--- src/rtl/alu_cmd_sequencer.sv ---
// alu_cmd_sequencer
//   Front-end command sequencer for the 8-bit ALU. Collects 3-byte frames
//   (opcode, operand A, operand B) from a host byte stream. It drives the ALU
//   inputs and holds them stable for ALU_LAT+1 cycles, then captures the ALU
//   result and offers it downstream on a valid/ready handshake.
//
// Ports
//   clk, rst_n          rising-edge clock, asynchronous active-low reset
//   in_data/valid/ready host byte stream (accept on in_valid && in_ready)
//   alu_data_in1/2      operands A/B driven to the ALU
//   alu_operation       operation code driven to the ALU
//   alu_data_out        ALU result, sampled at the end of EXEC
//   res_data/res_op     captured result and the operation that produced it
//   res_valid/res_ready downstream result handshake
//   err                 one-cycle pulse on bad sync nibble or frame timeout
module alu_cmd_sequencer #(
    parameter int unsigned DATA_W  = 8,
    parameter int unsigned OP_W    = 4,
    parameter logic [3:0]  SYNC    = 4'hA,
    parameter int unsigned ALU_LAT = 1,
    parameter int unsigned TIMEOUT = 16
) (
    input  logic              clk,
    input  logic              rst_n,
    input  logic [DATA_W-1:0] in_data,
    input  logic              in_valid,
    output logic              in_ready,
    output logic [DATA_W-1:0] alu_data_in1,
    output logic [DATA_W-1:0] alu_data_in2,
    output logic [OP_W-1:0]   alu_operation,
    input  logic [DATA_W-1:0] alu_data_out,
    output logic [DATA_W-1:0] res_data,
    output logic [OP_W-1:0]   res_op,
    output logic              res_valid,
    input  logic              res_ready,
    output logic              err
);

    localparam logic [2:0] ST_GET_OP = 3'd0;
    localparam logic [2:0] ST_GET_A  = 3'd1;
    localparam logic [2:0] ST_GET_B  = 3'd2;
    localparam logic [2:0] ST_EXEC   = 3'd3;
    localparam logic [2:0] ST_HOLD   = 3'd4;

    localparam int unsigned    TO_W      = (TIMEOUT > 1) ? $clog2(TIMEOUT) : 1;
    localparam logic [TO_W-1:0] IDLE_MAX = TO_W'((TIMEOUT == 0) ? 0 : TIMEOUT - 1);
    localparam logic [2:0]     EXEC_LAST = 3'(ALU_LAT);

    logic [2:0]        r_state,     w_state_nxt;
    logic [OP_W-1:0]   r_op_sh,     w_op_sh_nxt;
    logic [DATA_W-1:0] r_a_sh,      w_a_sh_nxt;
    logic [DATA_W-1:0] r_alu_a,     w_alu_a_nxt;
    logic [DATA_W-1:0] r_alu_b,     w_alu_b_nxt;
    logic [OP_W-1:0]   r_alu_op,    w_alu_op_nxt;
    logic [DATA_W-1:0] r_res_data,  w_res_data_nxt;
    logic [OP_W-1:0]   r_res_op,    w_res_op_nxt;
    logic [2:0]        r_exec_cnt,  w_exec_cnt_nxt;
    logic [TO_W-1:0]   r_idle_cnt,  w_idle_cnt_nxt;
    logic              r_err,       w_err_nxt;

    logic w_in_ready;
    logic w_accept;
    logic w_in_frame;
    logic w_timeout;
    logic w_sync_ok;

    assign w_in_ready = (r_state == ST_GET_OP) || (r_state == ST_GET_A) ||
                        (r_state == ST_GET_B);
    assign w_accept   = in_valid && w_in_ready;
    assign w_in_frame = (r_state == ST_GET_A) || (r_state == ST_GET_B);
    assign w_sync_ok  = (in_data[DATA_W-1 -: 4] == SYNC);

    // An accept in the same cycle takes priority over the abort.
    assign w_timeout  = (TIMEOUT != 0) && w_in_frame && !w_accept &&
                        (r_idle_cnt == IDLE_MAX);

    always_comb begin
        w_state_nxt    = r_state;
        w_op_sh_nxt    = r_op_sh;
        w_a_sh_nxt     = r_a_sh;
        w_alu_a_nxt    = r_alu_a;
        w_alu_b_nxt    = r_alu_b;
        w_alu_op_nxt   = r_alu_op;
        w_res_data_nxt = r_res_data;
        w_res_op_nxt   = r_res_op;
        w_exec_cnt_nxt = r_exec_cnt;
        w_err_nxt      = 1'b0;

        // Idle counter only runs while a frame is partially received.
        if (w_accept || !w_in_frame || w_timeout) begin
            w_idle_cnt_nxt = '0;
        end else begin
            w_idle_cnt_nxt = r_idle_cnt + 1'b1;
        end

        case (r_state)
            ST_GET_OP: begin
                if (w_accept) begin
                    if (w_sync_ok) begin
                        w_op_sh_nxt = in_data[OP_W-1:0];
                        w_state_nxt = ST_GET_A;
                    end else begin
                        w_err_nxt = 1'b1;
                    end
                end
            end
            ST_GET_A: begin
                if (w_accept) begin
                    w_a_sh_nxt  = in_data;
                    w_state_nxt = ST_GET_B;
                end else if (w_timeout) begin
                    w_err_nxt   = 1'b1;
                    w_state_nxt = ST_GET_OP;
                end
            end
            ST_GET_B: begin
                if (w_accept) begin
                    w_alu_a_nxt    = r_a_sh;
                    w_alu_b_nxt    = in_data;
                    w_alu_op_nxt   = r_op_sh;
                    w_exec_cnt_nxt = 3'd0;
                    w_state_nxt    = ST_EXEC;
                end else if (w_timeout) begin
                    w_err_nxt   = 1'b1;
                    w_state_nxt = ST_GET_OP;
                end
            end
            ST_EXEC: begin
                if (r_exec_cnt == EXEC_LAST) begin
                    w_res_data_nxt = alu_data_out;
                    w_res_op_nxt   = r_alu_op;
                    w_state_nxt    = ST_HOLD;
                end else begin
                    w_exec_cnt_nxt = r_exec_cnt + 3'd1;
                end
            end
            ST_HOLD: begin
                if (res_ready) begin
                    w_state_nxt = ST_GET_OP;
                end
            end
            default: begin
                w_state_nxt = ST_GET_OP;
            end
        endcase
    end

    always_ff @(posedge clk or negedge rst_n) begin
        if (!rst_n) begin
            r_state    <= ST_GET_OP;
            r_op_sh    <= '0;
            r_a_sh     <= '0;
            r_alu_a    <= '0;
            r_alu_b    <= '0;
            r_alu_op   <= '0;
            r_res_data <= '0;
            r_res_op   <= '0;
            r_exec_cnt <= '0;
            r_idle_cnt <= '0;
            r_err      <= 1'b0;
        end else begin
            r_state    <= w_state_nxt;
            r_op_sh    <= w_op_sh_nxt;
            r_a_sh     <= w_a_sh_nxt;
            r_alu_a    <= w_alu_a_nxt;
            r_alu_b    <= w_alu_b_nxt;
            r_alu_op   <= w_alu_op_nxt;
            r_res_data <= w_res_data_nxt;
            r_res_op   <= w_res_op_nxt;
            r_exec_cnt <= w_exec_cnt_nxt;
            r_idle_cnt <= w_idle_cnt_nxt;
            r_err      <= w_err_nxt;
        end
    end

    assign in_ready      = w_in_ready;
    assign alu_data_in1  = r_alu_a;
    assign alu_data_in2  = r_alu_b;
    assign alu_operation = r_alu_op;
    assign res_data      = r_res_data;
    assign res_op        = r_res_op;
    assign res_valid     = (r_state == ST_HOLD);
    assign err           = r_err;

endmodule

--- config.mk ---
export PLATFORM = sky130hd
export DESIGN_NAME = alu_cmd_sequencer
export DESIGN_NICKNAME = d
export VERILOG_FILES = /design/src/rtl/alu_cmd_sequencer.sv
export SDC_FILE = /design/constraint.sdc
export NUM_CORES = 1
export LEC_CHECK = 0
export CELL_PAD_IN_SITES_DETAIL_PLACEMENT = 1
export CELL_PAD_IN_SITES_GLOBAL_PLACEMENT = 1
export CORE_MARGIN = 5
export CORE_UTILIZATION = 40
export DETAILED_ROUTE_END_ITERATION = 16
export PLACE_DENSITY = 0.84
export SETUP_SLACK_MARGIN = 0.15
export SLEW_MARGIN = 20
export SYNTH_ARGS = -nofsm -noshare
export SYNTH_HDL_FRONTEND = slang
export SYNTH_SLANG_ARGS = --single-unit
--- constraint.sdc ---
create_clock -name clk -period 1.7 [get_ports clk]
set_input_delay 0.17 -clock clk [delete_from_list [all_inputs] [get_ports clk]]
set_output_delay 0.17 -clock clk [all_outputs]
set_load 0.02 [all_outputs]
## After elaboration in Yosys (flattened, before gate mapping)

Index checks and enable logic that the tools add are counted.

- Register bits: 55
- Input port bits: 20
- Output and inout bits: 35

- $add $sub $neg: 2
- Equal/unequal tests: 13
- Mux-type cells: 17
- Reductions and logical operators: 19

Operators with widths:

| kind | count |
|---|---|
| $mux W3 | 9 |
| $pmux W3 S5 | 1 |
| $ne A2 B2 Y1 const B | 5 |
| $eq A4 B4 Y1 const B | 2 |
| $eq A3 B1 Y1 const B | 2 |
| $eq A3 B2 Y1 const B | 2 |
| $pmux W3 S2 | 1 |
| $reduce_and A2 Y1 | 3 |
| $reduce_and A3 Y1 | 2 |
| $logic_or A1 B1 Y1 | 5 |
| $add A4 B1 Y4 const B | 1 |
| $mux W1 | 4 |
| $mux W4 | 1 |
| $reduce_and A4 Y1 | 1 |
| $add A3 B1 Y3 const B | 1 |
| $eq A3 B3 Y1 const B | 1 |
| $logic_and A1 B1 Y1 | 3 |
| $logic_not A3 Y1 | 1 |
| $logic_not A1 Y1 | 2 |
| $ne A2 B1 Y1 const B | 1 |
| $pmux W1 S2 | 1 |
| $reduce_bool A2 Y1 | 1 |
| $reduce_or A2 Y1 | 1 |

## Depth between registers and ports, before layout

Gate-level depths: netlist of the first run.

- Depth in word-level cells: 10
- Depth in mapped cells: 6
- Mapped depth without buffers: 6

## Least setup slack after synthesis of the first run

Ideal clock, no wire load.

- Path kind: register to register
- From: reg r_exec_cnt[1]
- To: reg r_res_data[0], in the netlist res_data[0]
- Library setup time: 0.125 ns
- Arrival time: 1.385 ns
- Required time: 1.575 ns
- Setup slack: 0.190 ns
- Stages on the path, launching flop included: 7
- Path buffers: 1
- Cell sequence: dfrtp_1 -> inv_1 -> ha_1 -> nand2b_1 -> nor3_4 -> buf_6 -> mux2_2

- Longest elaborated chain between the ends: 2

Ends and longest elaborated chain:

| item | line | source |
|---|---|---|
| start: declaration | 57 | `logic [2:0] r_exec_cnt, w_exec_cnt_nxt;` |
| start signal: assignment | 170 | `r_exec_cnt <= w_exec_cnt_nxt;` |
| $eq A3 B1 Y1 | 129 | `if (r_exec_cnt == EXEC_LAST) begin` |
| $reduce_and A2 Y1 (no source line) | -- |  |
| end signal: assignment | 168 | `r_res_data <= w_res_data_nxt;` |
| end: declaration | 55 | `logic [DATA_W-1:0] r_res_data, w_res_data_nxt;` |

Every way passes these cells.
A chain may end at the register's enable or synchronous reset.

## Worst setup path after layout of the first run

- From: reg r_state[2]
- To: reg r_a_sh[4]

- Longest elaborated chain between the ends: 5

Ends and longest elaborated chain:

| item | line | source |
|---|---|---|
| start: declaration | 49 | `logic [2:0] r_state, w_state_nxt;` |
| start signal: assignment | 162 | `r_state <= w_state_nxt;` |
| $eq A3 B1 Y1 or $logic_not A3 Y1 (tied branches) | 67, 96 |  |
| $logic_or A1 B1 Y1 (2 in series) | 67 | `assign w_in_ready = (r_state == ST_GET_OP) \|\| (r_state == ST_GET_A) \|\|` |
| $logic_and A1 B1 Y1 | 69 | `assign w_accept = in_valid && w_in_ready;` |
| $reduce_and A2 Y1 (no source line) * | -- |  |
| end signal: assignment | 164 | `r_a_sh <= w_a_sh_nxt;` |
| end: declaration | 51 | `logic [DATA_W-1:0] r_a_sh, w_a_sh_nxt;` |

Mark *: on every way between the ends. The rest lies on a longest branch, timed or not.

==> flow_metrics.py, run 1 <==
metrics = {
    "status": {
        "status": "complete, no violations",
    },
    "clock_network": {
        "clock_sinks": 55,
        "cts_made_buffers": 5,
        "cts_tree": "built",
        "clkTransAtPathRegs_ps": 110,
        "clk_latency_ps": 320,
        "cts_buffer_depth": 2,
        "htree_levels": 2,
        "clockRootBuffer": "clkbuf_8",
    },
    "global_routing": {
        "grt_pass1_vias": 1966,
        "gr-total-overflow": 0,
        "grt_pass1_wl_mm": 10.68,
        "grtUsageTotal_pct": 18.78,
        "antenna_found_initial": 0,
        "grt_max_degree": 25,
    },
    "final_layout": {
        "nets": 270,
        "n_fill_cell": 555,
        "syn2layout_area_growth_pct": 45.81,
        "n_antenna_cell": 0,
        "fin_util_pct": 60.88,
        "drive_gt1_share_pct": 37.10,
    },
    "route": {
        "drt_iter0_markers": 37,
        "wl_mm": 6.980,
        "vias_per_cell": 5.153,
        "vias": 1649,
        "drc": 0,
        "routedWlPerCell_um": 21.81,
        "dr.pass1.iters": 4,
        "antenna_left": 0,
    },
    "setup_path": {
        "cp_data_required_time_ps": 1900,
        "worstPathArrival_ps": 1800,
        "worstSetupEndpointType": "flip-flop",
        "crit_type": "reg2reg",
        "worstRegToRegCells": 5,
        "cp-start-kind": "flip-flop",
        "crit_fanout": 5,
    },
    "floorplan": {
        "start_util_pct": 41.75,
        "row_count": 27,
        "fp.dieH_um": 86.28,
        "core_region_area_sq_um": 5574,
        "die_area_sq_um": 7443,
        "die_w_um": 86.28,
        "ios": 55,
    },
    "placement": {
        "post-dp-hpwl_mm": 4.180,
        "gp_congestion": 0.7918,
        "portBuffers": 54,
    },
    "timing": {
        "period_share_pct": 93.90,
        "hold_viol": 0,
        "tightest_slew_ps": 560.5,
        "min_period_ps": 1596,
        "relSlewSlack_pct": 62.63,
        "setup_total_negative_slack_ps": 0,
        "skew_ps": 9.687,
        "rsz0062_at_grt": "yes",
        "drv_slew": 0,
        "max_freq_mhz": 626.4,
        "final-setup-viol-count": 0,
    },
    "synth": {
        "synth-seq-cells": 55,
        "syn-num-nets": 188,
        "yosys_warnings": 0,
        "syn_area_sq_um": 2327,
        "synth_ff_type": "dfrtp_1",
        "synth-seq-area-share_pct": 59.14,
        "synth.distinct_cells": 29,
        "async_flop_share_pct": 100.0,
        "synth_area_per_cell_sq_um": 14.10,
        "synthCells": 165,
        "synth_edf_count": 0,
    },
    "pwr": {
        "worst_ir_drop_vdd_v": 0.001097,
        "powerDensity_nw_per_um2": 1922,
        "leakagePower_nw": 1.572,
    },
    "run": {
        "drv_cap": 0,
    },
    "worst_hold_path": {
        "hold_path_class": "in2async",
    },
}
==> stage by stage <==
step	hold WS, ps	setup slack [ps]	power (W)	area, sq um	instances
after floorplan	-125.6	190.1	0.003794	2327	165
after global placement	187.4	11.28	0.004924	3050	302
after detailed placement	197.5	-27.85	0.005049	3050	302
after CTS	378.8	33.61	0.006405	3364	320
after global routing	394.3	65.76	0.006888	3393	320
final	360.7	103.7	0.006523	3393	320
==> placed cells by master (no fill, tap or decap), types with 4 or more instances in the layout <==
| cell type | count |
|---|---|
| dfrtp_1 | 52 |
| clkdlybuf4s50_1 | 45 |
| mux2_2 | 29 |
| buf_4 | 17 |
| mux2_4 | 14 |
| nor2_1 | 11 |
| buf_6 | 7 |
| o21ai_0 | 6 |
| clkbuf_8 | 5 |
| dlymetal6s2s_1 | 5 |
| nor2b_1 | 4 |
| nand2_1 | 4 |
==> critical path, cell delays in order (launching register included) <==
cell	delay (ps)
dfrtp_2	460
nand2b_4	180
buf_6	130
nor3_4	210
buf_6	170
mux2_2	340
==> path summary, 6_finish.rpt <==
check	start	to	slack, ps
max	r_state[2]	r_a_sh[4]	100
min	rst_n	r_op_sh[0]	360
max reg2reg	r_state[2]	r_a_sh[4]	100
min reg2reg	r_idle_cnt[0]	r_idle_cnt[0]	470
max in group asynchronous	rst_n	r_state[2]	740
min in group clk	alu_data_out[4]	res_data[4]	470
==> cells by family after synthesis <==
kind of cell	synth area share, %
multiplexers	21.29
flip-flops	59.14
AO/OA/AOI/OAI	4.247
AND/OR/NAND/NOR	9.085
XOR/XNOR	1.129
adder cells (fa/ha/maj)	1.613
buffers and inverters	3.494
==> what timing repair did <==
item	4_1_cts	5_1_grt
endpoints found under the setup margin	43	38
setup buffers	8	0
hold buffers	1	0
gates cloned	1	0
pin swaps	1	1
resized for setup	27	13
hold endpoints to repair	22	0
==> state kept, by name (all words and copies together) (netlist names) <==
signal	flops
r_state	3
err	1
alu_data_in1	8
alu_operation	4
r_idle_cnt	4
res_op	4
r_op_sh	4
r_a_sh	8
res_data	8
r_exec_cnt	3
alu_data_in2	8
==> area by class of cell <==
cell class	count	area [sq um]	share of cell area, %
Tap cell	72	90.09	2.655
Clock buffer	5	68.82	2.028
Clock inverter	3	67.56	1.991
Inverter	5	18.77	0.5531
Timing Repair Buffer	82	824.5	24.30
Multi-Input combinational cell	98	943.4	27.80
Sequential cell	55	1380	40.67
==> synth_stat cells, types with 2 or more instances <==
master / n / share of area (%)
dfrtp_1: 55 / 59
mux2_2: 43 / 21
nor2_1: 11 / 1.8
o21ai_0: 6 / 1.3
buf_6: 4 / 1.9
inv_1: 4 / 0.64
nand2_1: 4 / 0.64
nor2b_1: 4 / 1.1
a21oi_1: 3 / 0.64
ha_1: 3 / 1.6
nand3_1: 3 / 0.64
a21o_1: 2 / 0.64
a22o_1: 2 / 0.75
buf_2: 2 / 0.43
nand2b_1: 2 / 0.54
nor3_4: 2 / 1.4
o22ai_1: 2 / 0.54
xnor2_1: 2 / 0.75
==> power by group <==
part | internal (W) | switching, W | leakage [nW]
Sequential | 0.00189 | 0.000404 | 0.685
Combinational | 0.00173 | 0.00145 | 0.823
Clock | 0.000588 | 0.000457 | 0.0644
==> layer usage <==
metal / up-vias / GRT usage, % / share of wire, %
met4: 0 / 5.099 / 1.8
met3: 12 / 4.278 / 3.6
met5: - / 0 / 0
met2: 33 / 33.99 / 55
met1: 865 / 22.35 / 39
li1: 739 / - / -
No activity file was read; power rests on OpenSTA's default activity.
==> run 2, diff against run 1 <==
Settings changed: CORE_ASPECT_RATIO set to 0.9.
==> flow_metrics.py, run 2 (synthesized netlist as in run 1, its figures left out) <==
metrics = {
    "route": {
        "wl_mm": 5.751,
        "vias": 1605,
        "drt_iter0_markers": 57,
        "vias_per_cell": 5.079,
        "antenna_left": 0,
        "dr.pass1.iters": 2,
        "routedWlPerCell_um": 18.20,
        "drc": 0,
    },
    "global_routing": {
        "antenna_found_initial": 0,
        "grt_pass1_vias": 1812,
        "grt_pass1_wl_mm": 9.170,
        "grt_max_degree": 29,
        "grtUsageTotal_pct": 15.67,
        "gr-total-overflow": 0,
    },
    "clock_network": {
        "clockRootBuffer": "clkbuf_8",
        "cts_tree": "built",
        "htree_levels": 2,
        "clkTransAtPathRegs_ps": 110,
        "clk_latency_ps": 320,
        "clock_sinks": 55,
        "cts_buffer_depth": 2,
        "cts_made_buffers": 5,
    },
    "floorplan": {
        "start_util_pct": 41.11,
        "row_count": 26,
        "core_region_area_sq_um": 5660,
        "die_area_sq_um": 7445,
        "die_w_um": 90.40,
        "fp.dieH_um": 82.36,
        "ios": 55,
    },
    "timing": {
        "hold_viol": 0,
        "tightest_slew_ps": 378.7,
        "skew_ps": 9.312,
        "period_share_pct": 93.57,
        "relSlewSlack_pct": 74.75,
        "max_freq_mhz": 628.7,
        "final-setup-viol-count": 0,
        "drv_slew": 0,
        "finalWorstSetupSlack_ps": 109.4,
        "min_period_ps": 1591,
        "rsz0062_at_grt": "yes",
    },
    "final_layout": {
        "drive_gt1_share_pct": 36.59,
        "mostFrequentLayoutCells": "dfrtp_1, clkdlybuf4s50_1, mux2_2, buf_4, nor2_1",
        "final_common_cell": "dfrtp_1",
        "fin_util_pct": 57.87,
        "syn2layout_area_growth_pct": 40.75,
        "nets": 268,
        "n_antenna_cell": 0,
        "n_fill_cell": 591,
    },
    "status": {
        "status": "complete, no violations",
    },
    "placement": {
        "portBuffers": 54,
        "post-dp-hpwl_mm": 4.043,
        "gp_congestion": 0.8150,
        "dp_slack_ps": -24.71,
    },
    "setup_path": {
        "crit_type": "reg2reg",
        "cp_data_required_time_ps": 1910,
        "worstSetupEndpointType": "flip-flop",
        "cp-start-kind": "flip-flop",
        "worstPathArrival_ps": 1800,
        "crit_fanout": 10,
    },
    "run": {
        "drv_cap": 0,
    },
    "pwr": {
        "powerDensity_nw_per_um2": 1842,
        "leakagePower_nw": 1.489,
        "worst_ir_drop_vdd_v": 0.0008668,
    },
    "worst_hold_path": {
        "hold_path_class": "in2async",
    },
}
[run 2: stage by stage]
stage	TNS (ps)	area [sq um]	cells	hold slack (ps)	total power (W)
after floorplan	0	2327	165	-125.6	0.003794
after global placement	0	3048	300	104.9	0.004948
after detailed placement	-80.96	3048	300	112.7	0.005099
after CTS	0	3163	310	303.8	0.005888
after global routing	0	3276	316	327.2	0.006432
final	0	3276	316	285.9	0.006034
[run 2: repair_timing]
action                                  in CTS  in global routing
cloned                                       0                  1
setup buffers                                1                  5
resized for setup                            6                 18
pin swaps                                    0                  1
endpoints found under the hold margin       13                  0
endpoints found under the setup margin      23                 41
hold buffers                                 1                  0
[run 2: path summary, 6_finish.rpt]
| path | cells after the start | to | slack (ps) | from |
|---|---|---|---|---|
| setup / recovery | 5 | alu_data_in2[0] | 110 | r_state[0] |
| hold / removal | 2 | alu_data_in1[3] | 290 | rst_n |
| setup reg to reg | 5 | alu_data_in2[0] | 110 | r_state[0] |
| hold reg to reg | 1 | r_idle_cnt[0] | 470 | r_idle_cnt[0] |
| max in group asynchronous | 3 | r_state[1] | 860 | rst_n |
| min in group clk | 3 | r_state[2] | 420 | res_ready |
[run 2: cell type report]
class | instances | area [sq um] | share of cell area [%]
Clock buffer | 5 | 68.82 | 2.101
Sequential cell | 55 | 1380 | 42.13
Tap cell | 70 | 87.58 | 2.674
Timing Repair Buffer | 80 | 787.0 | 24.03
Clock inverter | 3 | 23.77 | 0.7257
Inverter | 5 | 18.77 | 0.5730
Multi-Input combinational cell | 98 | 909.6 | 27.77
[run 2: worst max-delay path, cell delays in order, from the launching register on]
cell and delay (ps):
dfrtp_2 480, buf_4 180, nor3b_4 180, buf_4 160, clkbuf_16 160, mux2_2 320
[run 2: power by group]
group	leakage, nW	internal, W	total (W)	switching [W]
combinational	0.758	0.00166	0.00301	0.00134
clock	0.0461	0.000298	0.000754	0.000456
sequential	0.685	0.00189	0.00227	0.000381
[run 2: layer usage]
metal	part of all wire [%]	routed length, um	GRT usage, %
met2	51	2949	27.63
met3	4.2	242	4.438
met4	0.97	56	3.125
met5	0	0	0
met1	44	2502	19.56
